===== config.mk =====
export PLATFORM = sky130hd
export DESIGN_NAME = fetch_stall_responder_flat
export DESIGN_NICKNAME = d
export VERILOG_FILES = /design/src/rtl/fetch_stall_responder_if.sv /design/src/rtl/fetch_stall_responder.sv /design/src/flat_wrapper.sv
export SDC_FILE = /design/constraint.sdc
export NUM_CORES = 1
export LEC_CHECK = 0
export ABC_AREA = 1
export BUFFER_PORTS_ARGS = -buffer_cell sky130_fd_sc_hd__buf_2
export CAP_MARGIN = 20
export CORE_UTILIZATION = 49
export DETAILED_ROUTE_END_ITERATION = 6
export HOLD_SLACK_MARGIN = 0.1
export PLACE_DENSITY = 0.88
export SETUP_SLACK_MARGIN = 0.05
export SLEW_MARGIN = 20
export SYNTH_ARGS = -nofsm -noshare
export SYNTH_HDL_FRONTEND = slang
export SYNTH_SLANG_ARGS = --single-unit

===== constraint.sdc =====
create_clock -name clk -period 2.1 [get_ports clk]
set_input_delay 0 -clock clk [delete_from_list [all_inputs] [get_ports clk]]
set_output_delay 0 -clock clk [all_outputs]
set_load 0.01 [all_outputs]

===== src/rtl/fetch_stall_responder_if.sv =====
// Fetch <-> stall-control / program-memory bus for fetch_stall_responder.
// The slave modport is the fetch block; master is the surrounding pipeline.
interface fetch_stall_responder_if #(
  parameter int INSTR_W = 32,
  parameter int ADDR_W  = 8
);
  logic               stall;
  logic               stall_pm;
  logic               jmp_en;
  logic [ADDR_W-1:0]  jmp_addr;
  logic [INSTR_W-1:0] ins_pm;
  logic [ADDR_W-1:0]  pm_addr;
  logic [INSTR_W-1:0] ins;
  logic [5:0]         op;
  logic               halted;

  modport master (
    output stall, stall_pm, jmp_en, jmp_addr, ins_pm,
    input  pm_addr, ins, op, halted
  );

  modport slave (
    input  stall, stall_pm, jmp_en, jmp_addr, ins_pm,
    output pm_addr, ins, op, halted
  );
endinterface


===== src/rtl/fetch_stall_responder.sv =====
// Instruction-fetch front end: owns the PC, replays the held word on stall_pm, applies jumps, freezes on halt.
// Optional stall-cycle performance counter enabled by defining FETCH_STALL_PERF_CNT_EN.
module fetch_stall_responder #(
  parameter int                 INSTR_W  = 32,
  parameter int                 ADDR_W   = 8,
  parameter logic [INSTR_W-1:0] NOP_WORD = '0
) (
  input  logic                   clk,
  input  logic                   reset,
  fetch_stall_responder_if.slave bus
`ifdef FETCH_STALL_PERF_CNT_EN
  ,
  output logic [15:0]            stall_cycles
`endif
);

  localparam logic [5:0] HALT_OP = 6'b010001;

  typedef enum logic [1:0] {
    BOOT = 2'b00,
    RUN  = 2'b01,
    HALT = 2'b10
  } state_t;

  state_t             state;
  state_t             state_next;
  logic [ADDR_W-1:0]  pc;
  logic [ADDR_W-1:0]  pc_next;
  logic [INSTR_W-1:0] hold;
  logic [INSTR_W-1:0] hold_next;
  logic [INSTR_W-1:0] ins_mux;
  logic [5:0]         op_cur;

  always_ff @(posedge clk) begin
    if (!reset) begin
      state <= BOOT;
      pc    <= '0;
      hold  <= NOP_WORD;
    end else begin
      state <= state_next;
      pc    <= pc_next;
      hold  <= hold_next;
    end
  end

  // Only stall_pm and the memory word reach ins; stall never does.
  always_comb begin
    ins_mux = NOP_WORD;
    if (state == RUN) begin
      ins_mux = bus.stall_pm ? hold : bus.ins_pm;
    end
  end

  assign op_cur      = ins_mux[INSTR_W-1 -: 6];
  assign bus.ins     = ins_mux;
  assign bus.op      = op_cur;
  assign bus.pm_addr = pc;
  assign bus.halted  = (state == HALT);

  always_comb begin
    state_next = state;
    pc_next    = pc;
    hold_next  = hold;
    case (state)
      BOOT: begin
        pc_next    = ADDR_W'(1);
        state_next = RUN;
      end
      RUN: begin
        if (!bus.stall_pm) begin
          hold_next = bus.ins_pm;
        end
        // Halt entry outranks a simultaneous jump; jump outranks a plain stall.
        if (bus.stall && (op_cur == HALT_OP)) begin
          state_next = HALT;
        end else if (bus.jmp_en) begin
          pc_next = bus.jmp_addr;
        end else if (!bus.stall) begin
          pc_next = pc + ADDR_W'(1);
        end
      end
      HALT: begin
        state_next = HALT;
      end
      default: begin
        state_next = BOOT;
        pc_next    = '0;
      end
    endcase
  end

`ifdef FETCH_STALL_PERF_CNT_EN
  logic [15:0] stall_count;

  always_ff @(posedge clk) begin
    if (!reset) begin
      stall_count <= '0;
    end else if ((state == RUN) && bus.stall && (stall_count != 16'hFFFF)) begin
      stall_count <= stall_count + 16'd1;
    end
  end

  assign stall_cycles = stall_count;
`endif

endmodule

===== src/flat_wrapper.sv =====
// flat-port wrapper written by rule: the top's interface ports become plain ports
module fetch_stall_responder_flat 
#(
  parameter int                 INSTR_W  = 32,
  parameter int                 ADDR_W   = 8,
  parameter logic [INSTR_W-1:0] NOP_WORD = '0
)
  (clk, reset, bus_stall, bus_stall_pm, bus_jmp_en, bus_jmp_addr, bus_ins_pm, bus_pm_addr, bus_ins, bus_op, bus_halted);
  fetch_stall_responder_if #(.INSTR_W(INSTR_W), .ADDR_W(ADDR_W)) bus_i ();
  input  logic clk;
  input  logic reset;
  input wire logic [$bits(bus_i.stall)-1:0] bus_stall;
  input wire logic [$bits(bus_i.stall_pm)-1:0] bus_stall_pm;
  input wire logic [$bits(bus_i.jmp_en)-1:0] bus_jmp_en;
  input wire logic [$bits(bus_i.jmp_addr)-1:0] bus_jmp_addr;
  input wire logic [$bits(bus_i.ins_pm)-1:0] bus_ins_pm;
  output wire logic [$bits(bus_i.pm_addr)-1:0] bus_pm_addr;
  output wire logic [$bits(bus_i.ins)-1:0] bus_ins;
  output wire logic [$bits(bus_i.op)-1:0] bus_op;
  output wire logic [$bits(bus_i.halted)-1:0] bus_halted;
  assign bus_i.stall = bus_stall;
  assign bus_i.stall_pm = bus_stall_pm;
  assign bus_i.jmp_en = bus_jmp_en;
  assign bus_i.jmp_addr = bus_jmp_addr;
  assign bus_i.ins_pm = bus_ins_pm;
  assign bus_pm_addr = bus_i.pm_addr;
  assign bus_ins = bus_i.ins;
  assign bus_op = bus_i.op;
  assign bus_halted = bus_i.halted;
  fetch_stall_responder #(.INSTR_W(INSTR_W), .ADDR_W(ADDR_W), .NOP_WORD(NOP_WORD)) u_core (.clk(clk), .reset(reset), .bus(bus_i));
endmodule

==> results of run 1 <==
-- cell families after synthesis --
logic type	synth area share, %
buffers and inverters	12.1
AO/OA/AOI/OAI	15.5
XOR/XNOR	0.756
flip-flops	36.3
adder cells (fa/ha/maj)	2.16
AND/OR/NAND/NOR	33.2
-- registers in the layout, indices dropped and copies added, names as in the netlist --
register,flops
u_core.bus.pm_addr,8
u_core.hold,32
u_core.state,2
-- cell type report --
type	instances	area share [%]
Clock buffer	6	2.49
Clock inverter	2	1.29
Inverter	35	4.51
Multi-Input combinational cell	255	41.2
Sequential cell	42	28.8
Tap cell	52	2.23
Timing Repair Buffer	104	19.5
-- per-layer routing --
layer  GRT usage (%)  wire length [um]  vias to the layer above
li1                -                 -                     1293
met1            31.1              2600                     1129
met2            39.1              2640                       96
met3            4.84               348                        5
met4            8.44                66                        0
met5               0                 0                        -
-- worst register-to-register path, cell delays in order, from the launching register on --
cell and delay [ps]:
dfxtp_1 330, inv_1 100, ha_2 340, o21ai_0 160
nor2_2 180, nor2_2 70, nand3_4 140, nand3_4 150
nand2_1 90, inv_1 40, nor2_1 110
-- path summary, 6_finish.rpt --
check,cells after the start,endpoint,slack [ps]
max,10,u_core.bus.pm_addr[1],350
min,5,u_core.bus.pm_addr[3],110
max reg2reg,10,u_core.bus.pm_addr[1],350
min reg2reg,2,u_core.hold[29],470
-- metrics by stage --
| step | cell area (um2) | setup slack, ps | hold WS, ps |
|---|---|---|---|
| after detailed placement | 2740 | 243 | 330 |
| after CTS | 2910 | 224 | 101 |
| final | 2920 | 345 | 108 |
| after global placement | 2740 | 349 | 325 |
| after floorplan | 2320 | 525 | 182 |
| after global routing | 2920 | 177 | 127 |
-- power groups by stage --
stage	Clock (mW)	Sequential (mW)	Combinational (mW)
after floorplan	0	1.14	1.07
after global placement	0	1.12	1.45
after detailed placement	0	1.13	1.48
after CTS	0.654	1.12	1.50
after global routing	0.688	1.15	1.71
final	0.636	1.12	1.50
-- cell usage after synthesis (all sizes together), types with 4 or more instances --
master | number | share of area (%)
inv | 35 | 5.7
a21oi | 34 | 7.3
clkbuf | 12 | 1.9
nand4 | 4 | 1.1
nor2 | 114 | 19
nand2 | 44 | 7.4
o21ai | 32 | 6.9
ha | 4 | 2.2
dfxtp | 42 | 36
buf | 14 | 4.5
nand3 | 16 | 5.0
-- timing repair --
item | in CTS | in global routing
hold endpoints to repair | 12 | 0
hold buffers | 6 | 0
endpoints found under the setup margin | 0 | 9
gates resized for setup | 0 | 1
==> impl_metrics.csv, run 1 <==
group,metric,value,unit
run_status,violations,"DRC",
placed_design,io_buffers,91,
clock_network,cts_buffers,5,
clock_network,clock_path_buffers,2,
yosys,synth.distinct_cells,26,
finish,finalNonFillerCells,496,
critical_path,critPathMaxStageDelay,340,ps
clock_network,clk_pin_slew,80,ps
grt,antenna_found_initial,0,
detailed_routing,drc_errors,2,
yosys,syn_inst,358,
placed_design,hpwl,4020,um
yosys,ys_seq_area_share,36.3,%
critical_path,cp_top_family,"simple AND/OR/NAND/NOR gates",
sta,clock_skew,4.56,ps
detailed_routing,drt-pass1-iter-count,7,
yosys,synthArstFlopShare,0,%
detailed_routing,routed_via_density,5.09,
pwr,ir_worst_vdd,585,uV
pwr,p_comb_share,46.1,%
detailed_routing,vias,2523,
pwr,p_int,1.93,mW
floorplanning,start_util,52.2,%
critical_path,startpoint,"u_core.state[1]",
run_status,status,"finished, violations left",
sta,fmax,0.570,GHz
yosys,synth_edf_count,0,
sta,layout_min_cycle_time,1750,ps
floorplanning,design.core.area,4440,um2
sta,worst_slew_pin_slew,426,ps
run,max-cap-violations,0,
sta,max_slew_margin,71.6,%
sta,hold_viol,0,
hold_path,hp-class,"in2reg",
yosys,yosysWarnings,0,
placed_design,gp_congestion,0.947,
clock_network,numClockSinks,42,
finish,area_growth,25.7,%
critical_path,path_cells,"inv_1 -> ha_2 -> o21ai_0 -> nor2_2 -> nor2_2 -> nand3_4 -> nand3_4 -> nand2_1 -> inv_1 -> nor2_1",
hold_path,hold_path.startpoint,"bus_jmp_addr[3]",
sta,fin_tns_setup,0,ps
finish,multi_input_area,1200,um2
grt,grt_pass1_vias,2227,
critical_path,slowest_stage,"ha_2",
pwr,p_sw,1.32,mW
pwr,clock_power_share,19.5,%
detailed_routing,drt.antenna.violating_nets,0,
yosys,avgSynthCellArea,6.48,um2
detailed_routing,drtIter0Drc,197,
grt,overflow,0,
pwr,p_sw_share,40.6,%
yosys,synth_area,2320,um2
finish,fillers,376,
pwr,p_leak,1.54,nW
clock_network,tritoncts,"yes",
finish,layout_commonest_cell,"nor2_1",
placed_design,place_inst,482,
grt,grtUsageTotal,23.8,%
clock_network,htreeDepth,2,
floorplanning,dieArea,5010,um2
grt,grt_max_degree,33,
pwr,powerDensity,1120,nW/um2
sta,slew_viol_final,0,
detailed_routing,drt-total-wl,5650,um
clock_network,cts_setup_buffers,0,
yosys,synth_seq_cells,42,
finish,num_antenna_cells,0,
detailed_routing,wl_per_cell,11.4,um
pwr,seqPwrFrac,34.4,%
finish,seqCellArea,841,um2
critical_path,startpoint_type,"flip-flop",
floorplanning,io_pins,92,
finish,final_cell_mix,"109 x nor2_1, 91 x buf_2, 42 x dfxtp_1",
clock_network,clock_latency,290,ps
critical_path,crit_buf_inv,2,
critical_path,timing.critical_path.arrival,1990,ps
yosys,syn-num-nets,407,
pwr,power,3.26,mW
floorplanning,rows,24,
sta,setup-violations-final,0,
finish,final_util,65.6,%
yosys,synth_ff_type,"dfxtp_1",
critical_path,end_kind,"flip-flop",
floorplanning,fp.dieH,70.8,um
sta,rsz0062_at_grt,"false",
critical_path,cp_max_fo,12,
sta,fin_crit_sh,83.6,%
finish,drive_gt1_share,27.0,%
clock_network,cts-root-buf,"clkbuf_8",
critical_path,critPathKind,"reg2reg",
critical_path,reg2reg_from,"u_core.state[1]",
critical_path,crit_required,2330,ps
finish,finalNetCount,492,
floorplanning,fp.dieW,70.8,um
grt,grt_pass1_wl,9650,um
No activity file was read; power rests on OpenSTA's default activity.
==> run 2, diff against run 1 <==
--- a/config.mk
+++ b/config.mk
@@ -5,13 +5,13 @@
 export SDC_FILE = /design/constraint.sdc
 export NUM_CORES = 1
 export LEC_CHECK = 0
-export ABC_AREA = 1
+export ABC_AREA = 0
 export BUFFER_PORTS_ARGS = -buffer_cell sky130_fd_sc_hd__buf_2
 export CAP_MARGIN = 20
-export CORE_UTILIZATION = 49
+export CORE_UTILIZATION = 44
 export DETAILED_ROUTE_END_ITERATION = 6
 export HOLD_SLACK_MARGIN = 0.1
-export PLACE_DENSITY = 0.88
+export PLACE_DENSITY = 0.83
 export SETUP_SLACK_MARGIN = 0.05
 export SLEW_MARGIN = 20
 export SYNTH_ARGS = -nofsm -noshare
==> constraint.sdc (replaced) <==
create_clock -name clk -period 1.5 [get_ports clk]
set_input_delay 0 -clock clk [delete_from_list [all_inputs] [get_ports clk]]
set_output_delay 0 -clock clk [all_outputs]
set_load 0.01 [all_outputs]
==> impl_metrics.csv, run 2 <==
group,metric,value,unit
grt,grt_pass1_vias,2493,
detailed_routing,drt-pass1-iter-count,4,
finish,fin_area,3880,um2
floorplanning,design.core.area,5200,um2
run,max-cap-violations,0,
detailed_routing,drtIter0Drc,139,
pwr,ir_worst_vdd,570,uV
sta,fin_crit_sh,106,%
floorplanning,rows,26,
finish,largest-register,"u_core.hold",
critical_path,startpoint_type,"flip-flop",
yosys,synth_ff_type,"dfxtp_1",
critical_path,reg2reg_from,"u_core.hold[29]",
yosys,ys_seq_area_share,34.8,%
floorplanning,fp.dieH,76.1,um
clock_network,htreeDepth,2,
yosys,synth_commonest_cells,"74 x nand2_1, 42 x dfxtp_1, 40 x nor2_1",
detailed_routing,drt-total-wl,7660,um
clock_network,clock_latency,310,ps
finish,final_util,74.6,%
yosys,synth_top_area_share,34.8,%
yosys,synth.distinct_cells,41,
floorplanning,start_util,46.4,%
critical_path,critPathKind,"reg2reg",
yosys,yosysWarnings,0,
yosys,synthArstFlopShare,0,%
floorplanning,fp.dieW,76.1,um
placed_design,io_buffers,91,
sta,hold_viol,0,
detailed_routing,wl_per_cell,14.6,um
grt,grt_pass1_wl,11200,um
run_status,status,"finished, violations left",
detailed_routing,drt.antenna.violating_nets,0,
yosys,synthTopCellsByArea,"dfxtp_1 35%, mux2i_1 14%, nand2_1 11%, a21boi_0 9.6%, nor2_1 6.2%",
pwr,seqPwrFrac,33.8,%
yosys,syn-num-nets,355,
pwr,powerDensity,1100,nW/um2
placed_design,gp_congestion,0.863,
detailed_routing,routed_via_density,5.13,
placed_design,hpwl,4500,um
sta,holdWs,180,ps
detailed_routing,drc_errors,0,
sta,slew_viol_final,0,
run_status,violations,"setup timing",
pwr,p_comb_share,49.0,%
floorplanning,io_pins,92,
yosys,yosysMostFrequentCell,"nand2_1",
sta,clock_skew,14.8,ps
sta,setup-violations-final,8,
sta,rsz0062_at_grt,"true",
critical_path,timing.critical_path.arrival,1790,ps
finish,largest_register_ffs,32,
clock_network,clk_pin_slew,90,ps
clock_network,cts-root-buf,"clkbuf_8",
clock_network,cts_buffers,5,
finish,finalNetCount,504,
yosys,synth_edf_count,0,
finish,final_cell_mix,"85 x buf_2, 67 x nand2_1, 37 x dlygate4sd3_1",
pwr,p_leak,1.75,nW
detailed_routing,vias,2698,
yosys,synth_area_leader_cell,"dfxtp_1",
pwr,p_sw,1.65,mW
finish,layout_commonest_cell,"buf_2",
hold_path,hp-class,"in2reg",
yosys,syn_inst,306,
sta,max_slew_margin,71.7,%
placed_design,dp_slack,-141,ps
pwr,power,4.29,mW
finish,fillers,369,
sta,fmax,0.627,GHz
placed_design,post_dp_cell_area,3090,um2
finish,num_antenna_cells,0,
yosys,synth_seq_cells,42,
sta,setup_ws,-96.1,ps
pwr,p_sw_share,38.4,%
grt,grtUsageTotal,23.8,%
finish,drive_gt1_share,39.9,%
sta,worst_slew_pin_slew,424,ps
pwr,clock_power_share,17.2,%
critical_path,startpoint,"u_core.hold[29]",
grt,overflow,0,
finish,area_growth,60.7,%
critical_path,crit_required,1690,ps
floorplanning,dieArea,5790,um2
clock_network,tritoncts,"yes",
yosys,avgSynthCellArea,7.90,um2
sta,layout_min_cycle_time,1600,ps
pwr,p_int,2.64,mW
yosys,synth_area,2420,um2
hold_path,hold_path.startpoint,"bus_jmp_addr[7]",
clock_network,numClockSinks,42,
critical_path,end_kind,"flip-flop",
grt,grt_max_degree,23,
clock_network,clock_path_buffers,2,
critical_path,cp_max_fo,5,
grt,antenna_found_initial,0,
## run 2: stage by stage
stage	std cells	TNS, ps
after CTS	519	-244
after floorplan	306	-24.3
after global placement	469	-407
final	526	-608
after detailed placement	469	-730
after global routing	526	-1190
## run 2: worst max-delay path, cell delays in order, from the launching register on
cell	delay, ps
dfxtp_2	350
nor4bb_4	350
o21ai_4	130
o31ai_4	410
a2111oi_2	60
o21a_1	180
## run 2: cell families (layout without fill, tap and decap cells)
logic type | Yosys count | count (layout) | share of synthesized area, %
fa+ha+maj | 4 | 4 | 2.07
mux | 35 | 35 | 14.5
xor+xnor | 2 | 2 | 0.725
simple gates | 127 | 127 | 21.8
compound gates | 66 | 66 | 19.8
flops | 42 | 42 | 34.8
buf+inv | 30 | 180 | 6.31
## run 2: worst paths after layout
path | end | slack [ps] | depth (start not counted)
worst max-delay path | u_core.bus.pm_addr[6] | -100 | 5
worst min register to register | u_core.hold[10] | 460 | 2
worst max register to register | u_core.bus.pm_addr[6] | -100 | 5
worst min-delay path | u_core.bus.pm_addr[7] | 180 | 4
## run 2: power by group through the flow
stage	clock, mW	combinational, mW	sequential [mW]
2_1_floorplan	0	0.981	1.44
4_1_cts	0.748	1.73	1.43
5_1_grt	0.794	2.27	1.47
3_3_place_gp	0	1.49	1.44
6_report	0.737	2.10	1.45
3_5_place_dp	0	1.54	1.45
## run 2: final cells by class
| cell class | count | area (um2) | share of cell area [%] |
|---|---|---|---|
| clock buffer | 6 | 72.6 | 1.87 |
| timing repair buffer | 168 | 1230 | 31.7 |
| inverter | 4 | 20.0 | 0.515 |
| tap | 70 | 87.6 | 2.26 |
| clock inverter | 2 | 13.8 | 0.354 |
| multi-input combinational | 234 | 1600 | 41.3 |
| sequential | 42 | 855 | 22.0 |
## run 2: what timing repair did
item                                    in CTS  in global routing
cloned                                       1                  3
pin swaps                                    8                 29
gates resized for setup                     15                 80
hold buffers                                37                  0
hold endpoints to repair                    40                  0
endpoints found under the setup margin      18                 53
setup buffers                                4                  4
## run 2: layer usage
metal  vias to the layer above  wire, um  GRT usage, %  share of wire [%]
li1                       1336         -             -                  -
met3                         9       424          5.51                5.5
met1                      1253      3130          26.9                 41
met5                         -         0             0                  0
met4                         0        71          5.00               0.93
met2                       100      4040          45.1                 53
